<file path="config.mk">
export PLATFORM = sky130hd
export DESIGN_NAME = multicycle_controller_flat
export DESIGN_NICKNAME = d
export VERILOG_FILES = /design/src/rtl/multicycle_controller_if.sv /design/src/rtl/multicycle_controller.sv /design/src/flat_wrapper.sv
export SDC_FILE = /design/constraint.sdc
export NUM_CORES = 1
export LEC_CHECK = 0
export ABC_AREA = 1
export ABC_CLOCK_PERIOD_IN_PS = 4400
export BUFFER_PORTS_ARGS = -buffer_cell sky130_fd_sc_hd__buf_2
export CORE_MARGIN = 3
export CORE_UTILIZATION = 40
export DETAILED_ROUTE_END_ITERATION = 7
export PLACE_DENSITY = 0.73
export SLEW_MARGIN = 20
export SYNTH_ARGS = -nofsm -noshare
export SYNTH_HDL_FRONTEND = slang
export SYNTH_SLANG_ARGS = --single-unit
</file>
<file path="constraint.sdc">
create_clock -name clk -period 4.4 [get_ports clk]
set_input_delay 0.22 -clock clk [delete_from_list [all_inputs] [get_ports clk]]
set_output_delay 0.22 -clock clk [all_outputs]
set_load 0.03 [all_outputs]
</file>
<file path="src/rtl/multicycle_controller_if.sv">
// Memory-side handshake between the multicycle controller and instruction/data memory.
// Handshake: mem_req (with mem_write/adr_src) is held until the cycle in which
// mem_ready is 1; that cycle completes the transfer. mem_ready outside a request is ignored.
interface multicycle_controller_if;
  logic mem_req;
  logic mem_write;
  logic adr_src;
  logic mem_ready;

  modport master (
    output mem_req,
    output mem_write,
    output adr_src,
    input  mem_ready
  );

  modport slave (
    input  mem_req,
    input  mem_write,
    input  adr_src,
    output mem_ready
  );
endinterface

</file>
<file path="src/rtl/multicycle_controller.sv">
// Moore control FSM for a multicycle RV32-subset datapath, with a memory wait
// timeout and a sticky trap on illegal opcodes, illegal branch funct3 or timeouts.
module multicycle_controller #(
  parameter int TIMEOUT_CYCLES = 16
) (
  input  logic                   clk,
  input  logic                   reset,
  input  logic [6:0]             op,
  input  logic [2:0]             funct3,
  input  logic                   zero,
  multicycle_controller_if.master mem,
  output logic                   ir_write,
  output logic                   pc_write,
  output logic                   reg_write,
  output logic [2:0]             imm_src,
  output logic [1:0]             alu_src_a,
  output logic [1:0]             alu_src_b,
  output logic [1:0]             alu_op,
  output logic [1:0]             result_src,
  output logic                   trap,
  output logic [3:0]             dbg_state
);
  localparam int CNT_W = $clog2(TIMEOUT_CYCLES + 1);

  localparam logic [6:0] OP_LOAD   = 7'b0000011;
  localparam logic [6:0] OP_STORE  = 7'b0100011;
  localparam logic [6:0] OP_RTYPE  = 7'b0110011;
  localparam logic [6:0] OP_ITYPE  = 7'b0010011;
  localparam logic [6:0] OP_BRANCH = 7'b1100011;
  localparam logic [6:0] OP_JAL    = 7'b1101111;
  localparam logic [6:0] OP_LUI    = 7'b0110111;

  typedef enum logic [3:0] {
    FETCH    = 4'd0,
    DECODE   = 4'd1,
    MEMADR   = 4'd2,
    MEMREAD  = 4'd3,
    MEMWB    = 4'd4,
    MEMWRITE = 4'd5,
    EXECR    = 4'd6,
    EXECI    = 4'd7,
    ALUWB    = 4'd8,
    BRANCH   = 4'd9,
    JAL      = 4'd10,
    LUI      = 4'd11,
    TRAP     = 4'd12
  } state_t;

  typedef struct packed {
    logic       mem_req;
    logic       mem_write;
    logic       adr_src;
    logic       fetch;
    logic       branch;
    logic       pc_write;
    logic       reg_write;
    logic [2:0] imm_src;
    logic [1:0] alu_src_a;
    logic [1:0] alu_src_b;
    logic [1:0] alu_op;
    logic [1:0] result_src;
    logic       trap;
  } ctrl_t;

  // Per-state control word; fetch/branch mark the strobes that are finished
  // combinationally from mem_ready or the branch condition.
  function automatic ctrl_t decode(input state_t s, input logic [6:0] opc);
    ctrl_t c;
    c = '0;
    case (s)
      FETCH: begin
        c.mem_req    = 1'b1;
        c.fetch      = 1'b1;
        c.alu_src_b  = 2'b10;
        c.result_src = 2'b10;
      end
      DECODE: begin
        c.alu_src_a = 2'b01;
        c.alu_src_b = 2'b01;
        c.imm_src   = 3'b010;
      end
      MEMADR: begin
        c.alu_src_a = 2'b10;
        c.alu_src_b = 2'b01;
        c.imm_src   = (opc == OP_STORE) ? 3'b001 : 3'b000;
      end
      MEMREAD: begin
        c.mem_req = 1'b1;
        c.adr_src = 1'b1;
      end
      MEMWB: begin
        c.result_src = 2'b01;
        c.reg_write  = 1'b1;
      end
      MEMWRITE: begin
        c.mem_req   = 1'b1;
        c.mem_write = 1'b1;
        c.adr_src   = 1'b1;
      end
      EXECR: begin
        c.alu_src_a = 2'b10;
        c.alu_op    = 2'b10;
      end
      EXECI: begin
        c.alu_src_a = 2'b10;
        c.alu_src_b = 2'b01;
        c.alu_op    = 2'b10;
      end
      ALUWB: c.reg_write = 1'b1;
      BRANCH: begin
        c.branch    = 1'b1;
        c.alu_src_a = 2'b10;
        c.alu_op    = 2'b01;
      end
      JAL: begin
        c.alu_src_a = 2'b01;
        c.alu_src_b = 2'b10;
        c.pc_write  = 1'b1;
        c.imm_src   = 3'b011;
      end
      LUI: begin
        c.imm_src    = 3'b100;
        c.result_src = 2'b11;
        c.reg_write  = 1'b1;
      end
      TRAP:    c.trap = 1'b1;
      default: c = '0;
    endcase
    return c;
  endfunction

  state_t           state;
  state_t           state_nxt;
  ctrl_t            ctrl_q;
  ctrl_t            ctrl;
  logic [CNT_W-1:0] wait_cnt;
  logic             waiting;
  logic             timeout;
  logic             br_taken;

  assign waiting  = ((state == FETCH) || (state == MEMREAD) || (state == MEMWRITE)) && !mem.mem_ready;
  assign timeout  = waiting && (wait_cnt == CNT_W'(TIMEOUT_CYCLES - 1));
  assign br_taken = ((funct3 == 3'b000) && zero) || ((funct3 == 3'b001) && !zero);

  always_comb begin
    state_nxt = state;
    case (state)
      FETCH: begin
        if (mem.mem_ready)  state_nxt = DECODE;
        else if (timeout)   state_nxt = TRAP;
      end
      DECODE: begin
        case (op)
          OP_LOAD, OP_STORE: state_nxt = MEMADR;
          OP_RTYPE:          state_nxt = EXECR;
          OP_ITYPE:          state_nxt = EXECI;
          OP_BRANCH:         state_nxt = BRANCH;
          OP_JAL:            state_nxt = JAL;
          OP_LUI:            state_nxt = LUI;
          default:           state_nxt = TRAP;
        endcase
      end
      MEMADR: state_nxt = (op == OP_STORE) ? MEMWRITE : MEMREAD;
      MEMREAD: begin
        if (mem.mem_ready)  state_nxt = MEMWB;
        else if (timeout)   state_nxt = TRAP;
      end
      MEMWB: state_nxt = FETCH;
      MEMWRITE: begin
        if (mem.mem_ready)  state_nxt = FETCH;
        else if (timeout)   state_nxt = TRAP;
      end
      EXECR, EXECI: state_nxt = ALUWB;
      ALUWB:        state_nxt = FETCH;
      BRANCH:       state_nxt = (funct3[2:1] == 2'b00) ? FETCH : TRAP;
      JAL:          state_nxt = ALUWB;
      LUI:          state_nxt = FETCH;
      TRAP:         state_nxt = TRAP;
      default:      state_nxt = TRAP;
    endcase
  end

  // Control word is registered from the next state; its reset value is the
  // FETCH word so the first request is presented as soon as reset drops.
  always_ff @(posedge clk or posedge reset) begin
    if (reset) begin
      state    <= FETCH;
      ctrl_q   <= decode(FETCH, 7'd0);
      wait_cnt <= '0;
    end else begin
      state    <= state_nxt;
      ctrl_q   <= decode(state_nxt, op);
      wait_cnt <= (waiting && (state_nxt == state)) ? wait_cnt + CNT_W'(1) : '0;
    end
  end

  assign ctrl = reset ? '0 : ctrl_q;

  assign mem.mem_req   = ctrl.mem_req;
  assign mem.mem_write = ctrl.mem_write;
  assign mem.adr_src   = ctrl.adr_src;
  assign ir_write      = ctrl.fetch & mem.mem_ready;
  assign pc_write      = (ctrl.fetch & mem.mem_ready) | ctrl.pc_write | (ctrl.branch & br_taken);
  assign reg_write     = ctrl.reg_write;
  assign imm_src       = ctrl.imm_src;
  assign alu_src_a     = ctrl.alu_src_a;
  assign alu_src_b     = ctrl.alu_src_b;
  assign alu_op        = ctrl.alu_op;
  assign result_src    = ctrl.result_src;
  assign trap          = ctrl.trap;
  assign dbg_state     = state;
endmodule

</file>
<file path="src/flat_wrapper.sv">
// flat-port wrapper written by rule: the top's interface ports become plain ports
module multicycle_controller_flat 
#(
  parameter int TIMEOUT_CYCLES = 16
)
  (clk, reset, op, funct3, zero, ir_write, pc_write, reg_write, imm_src, alu_src_a, alu_src_b, alu_op, result_src, trap, dbg_state, mem_mem_req, mem_mem_write, mem_adr_src, mem_mem_ready);
  multicycle_controller_if mem_i ();
  input  logic clk;
  input  logic reset;
  input  logic [6:0] op;
  input  logic [2:0] funct3;
  input  logic zero;
  output logic ir_write;
  output logic pc_write;
  output logic reg_write;
  output logic [2:0] imm_src;
  output logic [1:0] alu_src_a;
  output logic [1:0] alu_src_b;
  output logic [1:0] alu_op;
  output logic [1:0] result_src;
  output logic trap;
  output logic [3:0] dbg_state;
  output wire logic [$bits(mem_i.mem_req)-1:0] mem_mem_req;
  output wire logic [$bits(mem_i.mem_write)-1:0] mem_mem_write;
  output wire logic [$bits(mem_i.adr_src)-1:0] mem_adr_src;
  input wire logic [$bits(mem_i.mem_ready)-1:0] mem_mem_ready;
  assign mem_mem_req = mem_i.mem_req;
  assign mem_mem_write = mem_i.mem_write;
  assign mem_adr_src = mem_i.adr_src;
  assign mem_i.mem_ready = mem_mem_ready;
  multicycle_controller #(.TIMEOUT_CYCLES(TIMEOUT_CYCLES)) u_core (.clk(clk), .reset(reset), .op(op), .funct3(funct3), .zero(zero), .mem(mem_i), .ir_write(ir_write), .pc_write(pc_write), .reg_write(reg_write), .imm_src(imm_src), .alu_src_a(alu_src_a), .alu_src_b(alu_src_b), .alu_op(alu_op), .result_src(result_src), .trap(trap), .dbg_state(dbg_state));
endmodule
</file>
==> impl_metrics.json <==
{
  "r2r-end": "u_core.ctrl_q[2]",
  "clk_pin_slew_ps": 90,
  "syn-instance-count": 215,
  "critPathCaptureType": "register",
  "cp-start-kind": "register",
  "setup_viol": 0,
  "fin_nets": 269,
  "slew_viol_final": 0,
  "worstPathArrival_ps": 2130,
  "post_cts_resized": 0,
  "grt_usage_pct": 14.2,
  "synth_nets": 231,
  "ir_drop_v": 0.000108,
  "p_leak_nw": 1.13,
  "cts_made_buffers": 3,
  "final_common_cell": "inv_1",
  "syn_to_final_growth_pct": 18.1,
  "yosys.cell_types.count": 20,
  "reg2reg_slack_ps": 2480,
  "finalCritPeriodShare_pct": 43.6,
  "antenna_found_initial": 0,
  "gp_congestion": 0.925,
  "synth_area_per_cell_um2": 7.26,
  "fmax_ghz": 0.521,
  "cts_tree": "yes",
  "dr.pass1.iters": 4,
  "ys_warn_count": 0,
  "clk_latency_ps": 270,
  "worstPathMaxFanout": 7,
  "numClockSinks": 28,
  "dp.cells": 296,
  "post-cts-setup-buffer-count": 0,
  "portBuffers": 35,
  "initial_core_util_pct": 42.0,
  "relSlewSlack_pct": 37.0,
  "layout_common_cells": "inv_1 (50), nand2_1 (44), nor2_1 (42)",
  "num_rows": 22,
  "grt-busiest-layer": "met2",
  "fin_setup_tns_ps": 0,
  "diodes": 0,
  "layout_min_cycle_time_ps": 1920,
  "use_met1_pct": 17.5,
  "hold_viol": 0,
  "avgRoutedWirePerCell_um": 10.0,
  "grt_start_max_net_pins": 29,
  "drive_above_1_share_pct": 22.2,
  "drt-initial-drc-count": 104,
  "grt_setup_unrepaired": "no",
  "die-area_mm2": 0.00469,
  "cts_root_buf": "clkbuf_8",
  "grt_pass1_wl_mm": 5.10,
  "maxCapViolCount": 0,
  "rr_startpoint": "u_core.dbg_state[0]",
  "syn_area_mm2": 0.00156,
  "skew_ps": 7.51,
  "grt_pass1_vias": 1209,
  "via_count": 1359,
  "vias_per_cell": 4.53,
  "cpLargestDelayFamily": "simple AND/OR/NAND/NOR gates",
  "fin_cells": 300,
  "die_h_um": 68.5,
  "slowest_stage": "dfrtp_1",
  "ys_ff_latch": 28,
  "wl_mm": 3.01,
  "ctsHoldBuffers": 0,
  "drc": 0,
  "boundaryPins": 36,
  "met2_usage_pct": 25.6,
  "drtAntennaViolNets": 0,
  "die_w_um": 68.5,
  "gr-usage-met3_pct": 2.46,
  "outcome": "finished clean",
  "worst-r2r-cell-count": 9,
  "core_area_mm2": 0.00372,
  "dp_hpwl_mm": 2.40,
  "cp_slowest_stage_delay_ps": 490,
  "p_per_area_mw_per_mm2": 237,
  "crit_chain": "inv_1 > nor2_1 > nand3_1 > nand2_2 > nor2_1 > nand3_1 > a21oi_1 > nand3_2 > nand2_1",
  "worst_ep_required_time_ps": 4610,
  "worst_slew_pin_slew_ps": 940,
  "htree_levels": 1,
  "crit_type": "reg -> reg",
  "hp-class": "in -> async",
  "cp_num_buf_inv": 1,
  "overflow": 0,
  "clockBufferDepth": 2,
  "synth.yosys.seq_area_share_pct": 45.2
}
-- per-layer routing --
| metal | part of all wire [%] | routed length (µm) | vias up |
|---|---|---|---|
| li1 | - | - | 721 |
| met1 | 45 | 1350 | 600 |
| met2 | 49 | 1480 | 34 |
| met3 | 5.1 | 154 | 4 |
| met4 | 0.70 | 21 | 0 |
| met5 | 0 | 0 | - |
-- cell families (layout without fill, tap and decap cells) --
kind of cell | after synthesis | after routing | share of synthesized area [%]
flip-flops | 28 | 28 | 45.2
AND/OR/NAND/NOR | 123 | 123 | 36.7
adder cells (fa/ha/maj) | 2 | 2 | 1.60
buffers and inverters | 53 | 90 | 12.8
XOR/XNOR | 2 | 2 | 1.12
AO/OA/AOI/OAI | 7 | 7 | 2.57
-- power by group --
group / internal [mW] / switching (mW)
clock network: 0.0799 / 0.0746
registers: 0.257 / 0
logic: 0.00749 / 0.0168
total: 0.345 / 0.0914
-- metrics by stage --
stage | utilization, % | area [µm²] | hold slack [ps] | power, mW | setup WS [ps]
6_report | 49.6 | 1840 | 191 | 0.436 | 2480
5_1_grt | 49.6 | 1840 | 267 | 0.456 | 2290
4_1_cts | 49.6 | 1840 | 356 | 0.440 | 2520
3_5_place_dp | 48.1 | 1790 | 460 | 0.287 | 2540
3_3_place_gp | 48.1 | 1790 | 443 | 0.287 | 2600
2_1_floorplan | - | 1560 | 429 | 0.276 | 2660
-- cell type report --
cell class / count / area, µm²
clock buffers: 4 / 55.1
inverters: 51 / 191
flip-flops and latches: 28 / 706
fillers: 372 / 1870
repair buffers: 35 / 175
multi-input cells: 134 / 656
well taps: 48 / 60.1
-- synthesized netlist by cell type (all sizes together) --
| cell | instances | share of area [%] |
|---|---|---|
| nand4 | 4 | 1.6 |
| nand3 | 22 | 8.7 |
| a21oi | 4 | 1.3 |
| nor3 | 3 | 1.7 |
| xor2 | 2 | 1.1 |
| nor3b | 1 | 1.2 |
| inv | 51 | 12 |
| o21ai | 1 | 0.32 |
| nor2 | 43 | 11 |
| dfrtp | 24 | 38 |
| nand2 | 49 | 13 |
| nand3b | 1 | 0.48 |
| dfstp | 4 | 6.7 |
| clkbuf | 2 | 0.48 |
| ha | 2 | 1.6 |
| o211ai | 2 | 0.96 |
-- worst max-delay path by stage --
| stage | startpoint | endpoint | cells past startpoint |
|---|---|---|---|
| final | u_core.dbg_state[0] | u_core.ctrl_q[2] | 9 |
| after global routing | u_core.wait_cnt[0] | u_core.ctrl_q[5] | 10 |
| after global placement | u_core.wait_cnt[0] | u_core.ctrl_q[6] | 9 |
| after floorplan | u_core.dbg_state[2] | u_core.ctrl_q[12] | 9 |
| after CTS | u_core.dbg_state[0] | u_core.ctrl_q[6] | 9 |
| after detailed placement | u_core.wait_cnt[0] | u_core.ctrl_q[6] | 9 |
-- sequential cells by signal (all words and copies together), names as in the netlist --
| signal | count |
|---|---|
| u_core.ctrl_q | 19 |
| u_core.dbg_state | 4 |
| u_core.wait_cnt | 5 |
No activity file was read; power rests on OpenSTA's default activity.
